--- config.mk ---
export PLATFORM = sky130hd
export DESIGN_NAME = seq_detect_ctrl
export DESIGN_NICKNAME = d
export VERILOG_FILES = /design/src/rtl/seq_ctrl_pkg.sv /design/src/rtl/seq_match_core.sv /design/src/rtl/seq_detect_ctrl.sv
export SDC_FILE = /design/constraint.sdc
export NUM_CORES = 1
export LEC_CHECK = 0
export ABC_AREA = 0
export CAP_MARGIN = 20
export CORE_UTILIZATION = 30
export DETAILED_ROUTE_END_ITERATION = 10
export PLACE_DENSITY = 0.58
export SETUP_SLACK_MARGIN = 0.2
export SLEW_MARGIN = 40
export SYNTH_ARGS = -nofsm -noshare
export SYNTH_HDL_FRONTEND = slang
export SYNTH_SLANG_ARGS = --single-unit
--- constraint.sdc ---
create_clock -name clk -period 4.7 [get_ports clk]
set_clock_uncertainty 0.2 [all_clocks]
set_input_delay 0.94 -clock clk [delete_from_list [all_inputs] [get_ports clk]]
set_output_delay 0.94 -clock clk [all_outputs]
set_load 0.1 [all_outputs]
--- src/rtl/seq_ctrl_pkg.sv ---
// -----------------------------------------------------------------------------
// seq_ctrl_pkg
// Shared definitions for the serial sequence detector:
//   - default widths for the pattern (DEF_PAT_W), match counter (DEF_CNT_W)
//     and pattern length field (DEF_LEN_W)
//   - the controller state enumeration (state_e)
// -----------------------------------------------------------------------------
package seq_ctrl_pkg;

    localparam int DEF_PAT_W = 8;
    localparam int DEF_CNT_W = 8;
    localparam int DEF_LEN_W = $clog2(DEF_PAT_W) + 1;

    typedef enum logic [1:0] {
        ST_IDLE  = 2'd0,
        ST_ARMED = 2'd1,
        ST_DONE  = 2'd2
    } state_e;

endpackage

--- src/rtl/seq_match_core.sv ---
// -----------------------------------------------------------------------------
// seq_match_core
// History shift register, fill counter and masked pattern compare.
//   clk, rst     : clock, synchronous active-high reset
//   i_clear      : zero history and fill (arm / disarm)
//   i_shift      : accept i_bit this cycle
//   i_fill_zero  : with i_shift, restart fill from 0 (non-overlapping match)
//   i_bit        : serial data bit
//   i_pattern    : pattern, bit 0 newest
//   i_len        : pattern length, already clamped to 1..PAT_W
//   o_match      : combinational; the history including i_bit matches
// -----------------------------------------------------------------------------
module seq_match_core
    import seq_ctrl_pkg::*;
#(
    parameter  int PAT_W = DEF_PAT_W,
    localparam int LEN_W = $clog2(PAT_W) + 1
) (
    input  logic             clk,
    input  logic             rst,
    input  logic             i_clear,
    input  logic             i_shift,
    input  logic             i_fill_zero,
    input  logic             i_bit,
    input  logic [PAT_W-1:0] i_pattern,
    input  logic [LEN_W-1:0] i_len,
    output logic             o_match
);

    logic [PAT_W-1:0] r_hist;
    logic [LEN_W-1:0] r_fill;
    logic [PAT_W-1:0] w_hist_next;
    logic [LEN_W-1:0] w_fill_next;
    logic [PAT_W-1:0] w_mask;

    assign w_hist_next = {r_hist[PAT_W-2:0], i_bit};
    assign w_fill_next = (r_fill >= LEN_W'(PAT_W)) ? LEN_W'(PAT_W) : r_fill + LEN_W'(1);

    // Only the low i_len bits take part in the compare.
    always_comb begin
        w_mask = '0;
        for (int i = 0; i < PAT_W; i++) begin
            w_mask[i] = (LEN_W'(i) < i_len);
        end
    end

    // Evaluated on the would-be history so the completing bit counts.
    assign o_match = (w_fill_next >= i_len) &&
                     (((w_hist_next ^ i_pattern) & w_mask) == '0);

    always_ff @(posedge clk) begin
        if (rst || i_clear) begin
            r_hist <= '0;
            r_fill <= '0;
        end else if (i_shift) begin
            r_hist <= w_hist_next;
            r_fill <= i_fill_zero ? '0 : w_fill_next;
        end
    end

endmodule

--- src/rtl/seq_detect_ctrl.sv ---
// -----------------------------------------------------------------------------
// seq_detect_ctrl
// Configurable serial pattern detector with arm / abort / done control.
//   clk, rst                      : clock, synchronous active-high reset
//   cfg_valid / cfg_ready         : config handshake (see below)
//   cfg_pattern, cfg_len,
//   cfg_overlap, cfg_target       : configuration fields
//   start, abort, clear           : arm, disarm, acknowledge done
//   in, in_valid                  : serial data
//   out                           : registered one-cycle match pulse
//   match_cnt                     : matches since last start (saturating)
//   busy, done                    : ARMED / DONE indications
//   o_state_dbg                   : current controller state
//
// Handshake: config is latched on a rising edge where cfg_valid && cfg_ready;
// cfg_ready is high exactly while IDLE, so an offer made outside IDLE simply
// waits, and the offerer must hold its fields stable until accepted.
// -----------------------------------------------------------------------------
module seq_detect_ctrl
    import seq_ctrl_pkg::*;
#(
    parameter  int PAT_W = DEF_PAT_W,
    parameter  int CNT_W = DEF_CNT_W,
    localparam int LEN_W = $clog2(PAT_W) + 1
) (
    input  logic             clk,
    input  logic             rst,
    input  logic             cfg_valid,
    output logic             cfg_ready,
    input  logic [PAT_W-1:0] cfg_pattern,
    input  logic [LEN_W-1:0] cfg_len,
    input  logic             cfg_overlap,
    input  logic [CNT_W-1:0] cfg_target,
    input  logic             start,
    input  logic             abort,
    input  logic             clear,
    input  logic             in,
    input  logic             in_valid,
    output logic             out,
    output logic [CNT_W-1:0] match_cnt,
    output logic             busy,
    output logic             done,
    output logic [1:0]       o_state_dbg
);

    state_e           r_state;
    state_e           w_state_next;
    logic [PAT_W-1:0] r_pattern;
    logic [LEN_W-1:0] r_len;
    logic             r_overlap;
    logic [CNT_W-1:0] r_target;
    logic [CNT_W-1:0] r_cnt;
    logic             r_out;

    logic             w_accept;
    logic             w_shift;
    logic             w_core_match;
    logic             w_take;
    logic             w_clear_core;
    logic [CNT_W-1:0] w_cnt_inc;
    logic [LEN_W-1:0] w_len_clamped;

    assign w_accept     = cfg_valid && (r_state == ST_IDLE);
    // abort takes priority over a bit arriving in the same cycle.
    assign w_shift      = (r_state == ST_ARMED) && in_valid && !abort;
    assign w_take       = w_shift && w_core_match;
    assign w_clear_core = ((r_state == ST_IDLE) && start) || ((r_state == ST_ARMED) && abort);
    assign w_cnt_inc    = (r_cnt == '1) ? r_cnt : r_cnt + CNT_W'(1);

    always_comb begin
        w_len_clamped = cfg_len;
        if (cfg_len == '0) begin
            w_len_clamped = LEN_W'(1);
        end else if (cfg_len > LEN_W'(PAT_W)) begin
            w_len_clamped = LEN_W'(PAT_W);
        end
    end

    seq_match_core #(
        .PAT_W (PAT_W)
    ) u_core (
        .clk         (clk),
        .rst         (rst),
        .i_clear     (w_clear_core),
        .i_shift     (w_shift),
        .i_fill_zero (w_take && !r_overlap),
        .i_bit       (in),
        .i_pattern   (r_pattern),
        .i_len       (r_len),
        .o_match     (w_core_match)
    );

    always_comb begin
        w_state_next = r_state;
        case (r_state)
            ST_IDLE: begin
                if (start) w_state_next = ST_ARMED;
            end
            ST_ARMED: begin
                if (abort) begin
                    w_state_next = ST_IDLE;
                end else if (w_take && (r_target != '0) && (w_cnt_inc == r_target)) begin
                    w_state_next = ST_DONE;
                end
            end
            ST_DONE: begin
                if (clear) w_state_next = ST_IDLE;
            end
            default: w_state_next = ST_IDLE;
        endcase
    end

    always_ff @(posedge clk) begin
        if (rst) begin
            r_state <= ST_IDLE;
        end else begin
            r_state <= w_state_next;
        end
    end

    always_ff @(posedge clk) begin
        if (rst) begin
            r_pattern <= '0;
            r_len     <= LEN_W'(1);
            r_overlap <= 1'b0;
            r_target  <= '0;
        end else if (w_accept) begin
            r_pattern <= cfg_pattern;
            r_len     <= w_len_clamped;
            r_overlap <= cfg_overlap;
            r_target  <= cfg_target;
        end
    end

    always_ff @(posedge clk) begin
        if (rst) begin
            r_out <= 1'b0;
            r_cnt <= '0;
        end else begin
            r_out <= w_take;
            if ((r_state == ST_IDLE) && start) begin
                r_cnt <= '0;
            end else if (w_take) begin
                r_cnt <= w_cnt_inc;
            end
        end
    end

    assign cfg_ready   = (r_state == ST_IDLE);
    assign out         = r_out;
    assign match_cnt   = r_cnt;
    assign busy        = (r_state == ST_ARMED);
    assign done        = (r_state == ST_DONE);
    assign o_state_dbg = r_state;

endmodule
# Word level (Yosys, flattened, before mapping)

Index checks and enable logic that the tools add are counted.

Output and inout bits: 14
Word-level logic and storage cells: 61
Register bits: 43
Bits of input ports: 29

Muxes and demuxes: 10
$add $sub $neg: 2
Magnitude comparators: 11
Equal/unequal tests: 7
Bitwise operators: 2
Reduce and logical (&&, ||, !) cells: 20

Operator list:

| operator                                                                | number |
|---|---|
| 3-bit by 4-bit < comparator with 1-bit output, first input constant     | 4 |
| 4-bit 2-to-1 mux                                                        | 4 |
| 1-bit logical AND                                                       | 10 |
| 8-bit by 1-bit adder with 8-bit output, second input constant           | 1 |
| 8-bit AND                                                               | 1 |
| 8-bit equality test                                                     | 1 |
| 8-bit equality test, second input constant                              | 1 |
| 8-bit logical NOT                                                       | 1 |
| 1-bit by 4-bit < comparator with 1-bit output, first input constant     | 2 |
| 2-bit by 4-bit < comparator with 1-bit output, first input constant     | 2 |
| 2-bit 2-to-1 mux                                                        | 4 |
| 8-bit 2-to-1 mux                                                        | 1 |
| 8-bit nonzero test                                                      | 1 |
| 8-bit XOR                                                               | 1 |
| 2-bit one-hot mux with 3 select lines                                   | 1 |
| 4-bit by 1-bit adder with 4-bit output, second input constant           | 1 |
| 4-bit greater-or-equal comparator                                       | 1 |
| 4-bit greater-or-equal comparator, second input constant                | 1 |
| 4-bit greater-than comparator, second input constant                    | 1 |
| 4-bit logical NOT                                                       | 1 |
| 3-bit by 2-bit inequality test with 1-bit output, second input constant | 1 |
| 3-bit AND reduction                                                     | 1 |
| 2-bit by 1-bit equality test with 1-bit output, second input constant   | 1 |
| 2-bit equality test, second input constant                              | 1 |
| other kinds (6)                                                         | 8 |

# Logic depth before layout (Yosys ltp)

Word-level depth: 10
Depth in mapped cells: 11
Gate-level depth less buffers: 9

# By module

Synthesis repeated with hierarchy kept, for this count alone.

Cell total of the unflattened synthesis: 283
Area, all modules: 2357.3 sq um

By module, submodules not included:

| module          | sequential area each (sq um) | area an instance (sq um) | times used | cells an instance |
|---|---|---|---|---|
| seq_detect_ctrl | 640.6                        | 1666.6                   | 1          | 205 |
| seq_match_core  | 220.2                        | 690.7                    | 1          | 78 |

# Least setup slack after synthesis

Ideal clock, no wire load.

Path type: register to output
From: reg r_state[0] (netlist: o_state_dbg[0])
To: out busy
Buffers on the path: 0
Stages on the path, launching flop included: 2
Data required time: 3560 ps
Arrival time: 2566 ps
Setup slack: 994 ps
Cells stage by stage: dfxtp_1 -> nor2b_1

Longest elaborated chain between the ends: 1

RTL lines:

| item                                           | line                   | source |
|---|---|---|
| start: declaration                             | seq_detect_ctrl.sv:46  | `state_e r_state;` |
| start signal: assignment                       | seq_detect_ctrl.sv:117 | `r_state <= w_state_next;` |
| 2-bit by 1-bit equality test with 1-bit output | seq_detect_ctrl.sv:152 | `assign busy = (r_state == ST_ARMED);` |
| end: declaration                               | seq_detect_ctrl.sv:41  | `output logic busy,` |

No other way between the ends.

# Worst setup path in the final report

From: in abort
To: reg u_core.r_fill[2]

Longest elaborated chain between the ends: 5
Elaborated cells on any way between the ends: 8
Classes of those cells: 1 x mux; 7 x reduce/logical

RTL lines:

| item                   | line                  | source |
|---|---|---|
| start: declaration     | seq_detect_ctrl.sv:35 | `input logic abort,` |
| 1-bit logical NOT      | seq_detect_ctrl.sv:65 | `assign w_shift = (r_state == ST_ARMED) && in_valid && !abort;` |
| 1-bit logical AND      | seq_detect_ctrl.sv:65 |  |
| 1-bit logical AND      | seq_detect_ctrl.sv:66 | `assign w_take = w_shift && w_core_match;` |
| 1-bit logical AND      | seq_detect_ctrl.sv:86 | `.i_fill_zero (w_take && !r_overlap),` |
| 4-bit 2-to-1 mux       | seq_match_core.sv:57  | `r_fill <= i_fill_zero ? '0 : w_fill_next;` |
| end signal: assignment | seq_match_core.sv:57  |  |
| end: declaration       | seq_match_core.sv:31  | `logic [LEN_W-1:0] r_fill;` |

Several ways; a longest one is shown, not always the timed one.
A chain may end at the register's enable or synchronous reset.

==> flow_summary.yaml <==
critical_path:
  critical_path_class: "in -> reg"
  timing.rr.start: "match_cnt[0]"
  crit_path_end_kind: "register"
  r2r_end: "o_state_dbg[1]"
  cp.arrival_ns: 3.20
  critPathLaunch: "abort"
  critPathMaxStageDelay_ns: 0.52
  cp_max_fo: 18
  cp_cell_sequence: "clkdlybuf4s50_1, and4bb_1, buf_4, o221ai_1, a221oi_2, o211a_1, nor2b_1, o21ai_0"
  cp_top_family: "compound AO/OA/AOI/OAI gates"
  startpoint_type: "input pin"
  required_ns: 4.67
  rrSetupSlack_ns: 1.99
  cp.depth: 8
  path_buf_inv: 2
  endpoint: "u_core.r_fill[2]"
  ff2ff_path_depth: 7
  slowest_stage: "o211a_1"
placement:
  dpl.hpwl_mm: 4.33
  numPortBuffers: 42
  globalplace.congestion: 0.832
  placed_cell_area_mm2: 0.00279
route:
  viasPerCell: 4.94
  dr.max_layer_used: "met4"
  wl_met1_mm: 2.97
  met3_length_um: 228
  drt_iter0_markers: 158
  drc: 0
  first_pass_iters: 4
  wirelength_mm: 5.75
  wl_per_cell_um: 13.3
  drtAntennaViolNets: 0
  wl_met2_mm: 2.43
  num_vias: 2130
timing:
  worstMarginPinSlew_ns: 0.691
  finalSetupViolations: 0
  fin_crit_ns: 3.23
  relSlewSlack_pct: 53.9
  rsz0062_at_grt: "false"
  maxSlewViolCount: 0
  tns_ns: 0
  finalHoldViolations: 0
  fmax_ghz: 0.309
  post-route-period-util_pct: 68.8
cells_and_area:
  syn2layout_area_growth_pct: 23.3
  fin_nets: 364
  drive_above_1_share_pct: 10.6
  finish.utilization_pct: 38.0
  final.fill_count: 830
  final_cell_area_mm2: 0.00292
  mostFrequentLayoutCells: "64 x nand2_1, 43 x dfxtp_1, 35 x a21oi_1"
  insertedDiodeCount: 0
  layout_commonest_cell: "nand2_1"
logic_synthesis:
  synth_cells: 291
  async_reset_ff_share_pct: 0
  syn-num-nets: 327
  synth_warnings: 0
  syn_area_mm2: 0.00237
  synthDistinctLibCells: 57
  seq_area_frac_synth_pct: 36.3
  synth_flop_cell: "dfxtp_1"
  synth_edf_count: 0
  ys_ff_latch: 43
  synth_area_per_cell_um2: 8.14
cts:
  clk_pin_slew_ns: 0.08
  cts_buffers: 5
  postCtsHoldBufs: 0
  cts_tree: "yes"
  cts.path.max_buffers: 2
  cts_root_buffer: "clkbuf_8"
  clk_latency_ns: 0.29
  cts_setup_buffers: 0
  cts.sinks: 43
  cts_max_level: 2
  cts_resized: 0
global_route:
  grt_pass1_vias: 1961
  grt_max_degree: 27
  grt_overflow: 0
  track_usage_pct: 14.5
  grt_first_pass_wirelength_mm: 9.56
  antenna_found_initial: 0
floorplanning:
  die_w_um: 90.9
  die_h_um: 90.9
  initial_core_util_pct: 30.8
  num_io_pins: 43
  dieArea_mm2: 0.00826
  row_count: 32
  core_mm2: 0.00769
job:
  maxCapViolCount: 0
outcome:
  status: "finished clean"
min_path:
  hold_class: "reg -> reg"
power_and_ir_drop:
  leakagePower_uw: 0.00107
  vdd_drop_max_uv: 101
  power_density_mw_per_mm2: 287
[where the power goes]
group	leakage [uW]	internal, uW	switching (uW)
combinational	0.000657	48.7	63.0
sequential	0.000350	376	13.3
clock	0.0000654	212	126
[routing by layer]
layer	GRT usage, %	vias to the layer above
met4	5.56	0
met1	20.8	942
met5	0	-
met2	21.0	62
met3	3.03	12
li1	-	1114
[worst min-delay path by stage]
stage,from,endpoint,slack (ns),cells past startpoint
6_report,r_pattern[6],r_pattern[6],0.27,2
5_1_grt,r_pattern[6],r_pattern[6],0.28,2
4_1_cts,u_core.r_hist[6],u_core.r_hist[6],0.27,2
3_5_place_dp,u_core.r_hist[6],u_core.r_hist[6],0.26,2
3_3_place_gp,u_core.r_hist[6],u_core.r_hist[6],0.26,2
2_1_floorplan,r_overlap,r_overlap,0.24,2
[worst register-to-register path, delay by kind of cell, from the launching register on]
kind / cells / cell delay, ns
AOI/OAI and AO/OA: 3 / 0.81
and+or+nand+nor: 3 / 0.68
adders and majority gates: 1 / 0.44
DFF: 1 / 0.48
[cell families (layout without fill, tap and decap cells)]
group                      after synthesis  count (layout)  share of synthesized area [%]
AOI/OAI and AO/OA                       77              77                           22.3
muxes                                    4               4                           1.74
DFF                                     43              43                           36.3
buffers and inverters                   25              63                           4.86
and+or+nand+nor                        119             119                           25.1
xor gates and xnor gates                16              16                           5.91
adders and majority gates                7               7                           3.70
[cell type report]
class,instances,area [um2],area share (%)
clock inverters,2,60.1,2.06
repair buffers,44,365,12.5
flip-flops and latches,43,861,29.5
inverters,11,41.3,1.41
clock buffers,6,72.6,2.48
well taps,102,128,4.37
multi-input cells,223,1390,47.7
[synth_stat cells (all sizes together), types with 5 or more instances]
cell	n	share of area [%]
a211oi	7	2.7
a21oi	35	7.4
buf	6	1.8
clkbuf	8	1.3
dfxtp	43	36
ha	7	3.7
inv	11	1.7
nand2	64	10
nand3	11	2.9
nor2	8	1.3
nor2b	6	1.6
nor3	5	1.3
o21ai	5	1.1
xnor2	14	5.2
[through the flow]
step                hold WS [ns]  worst slack, ns  cells  total power, uW
floorplan                  0.237            0.994    291              466
global placement           0.261             1.23    423              510
detailed placement         0.262             1.19    423              510
CTS                        0.274             1.49    431              848
global route               0.285             1.24    431              881
finish                     0.271             1.47    431              840
[registers in the layout, summed over array words and instances, names as in the netlist]
register / flops
match_cnt: 8
r_pattern: 8
r_target: 8
u_core.r_hist: 7
r_len: 4
u_core.r_fill: 4
o_state_dbg: 2
out: 1
r_overlap: 1
Note: power is estimated with default switching activity, not from simulation.
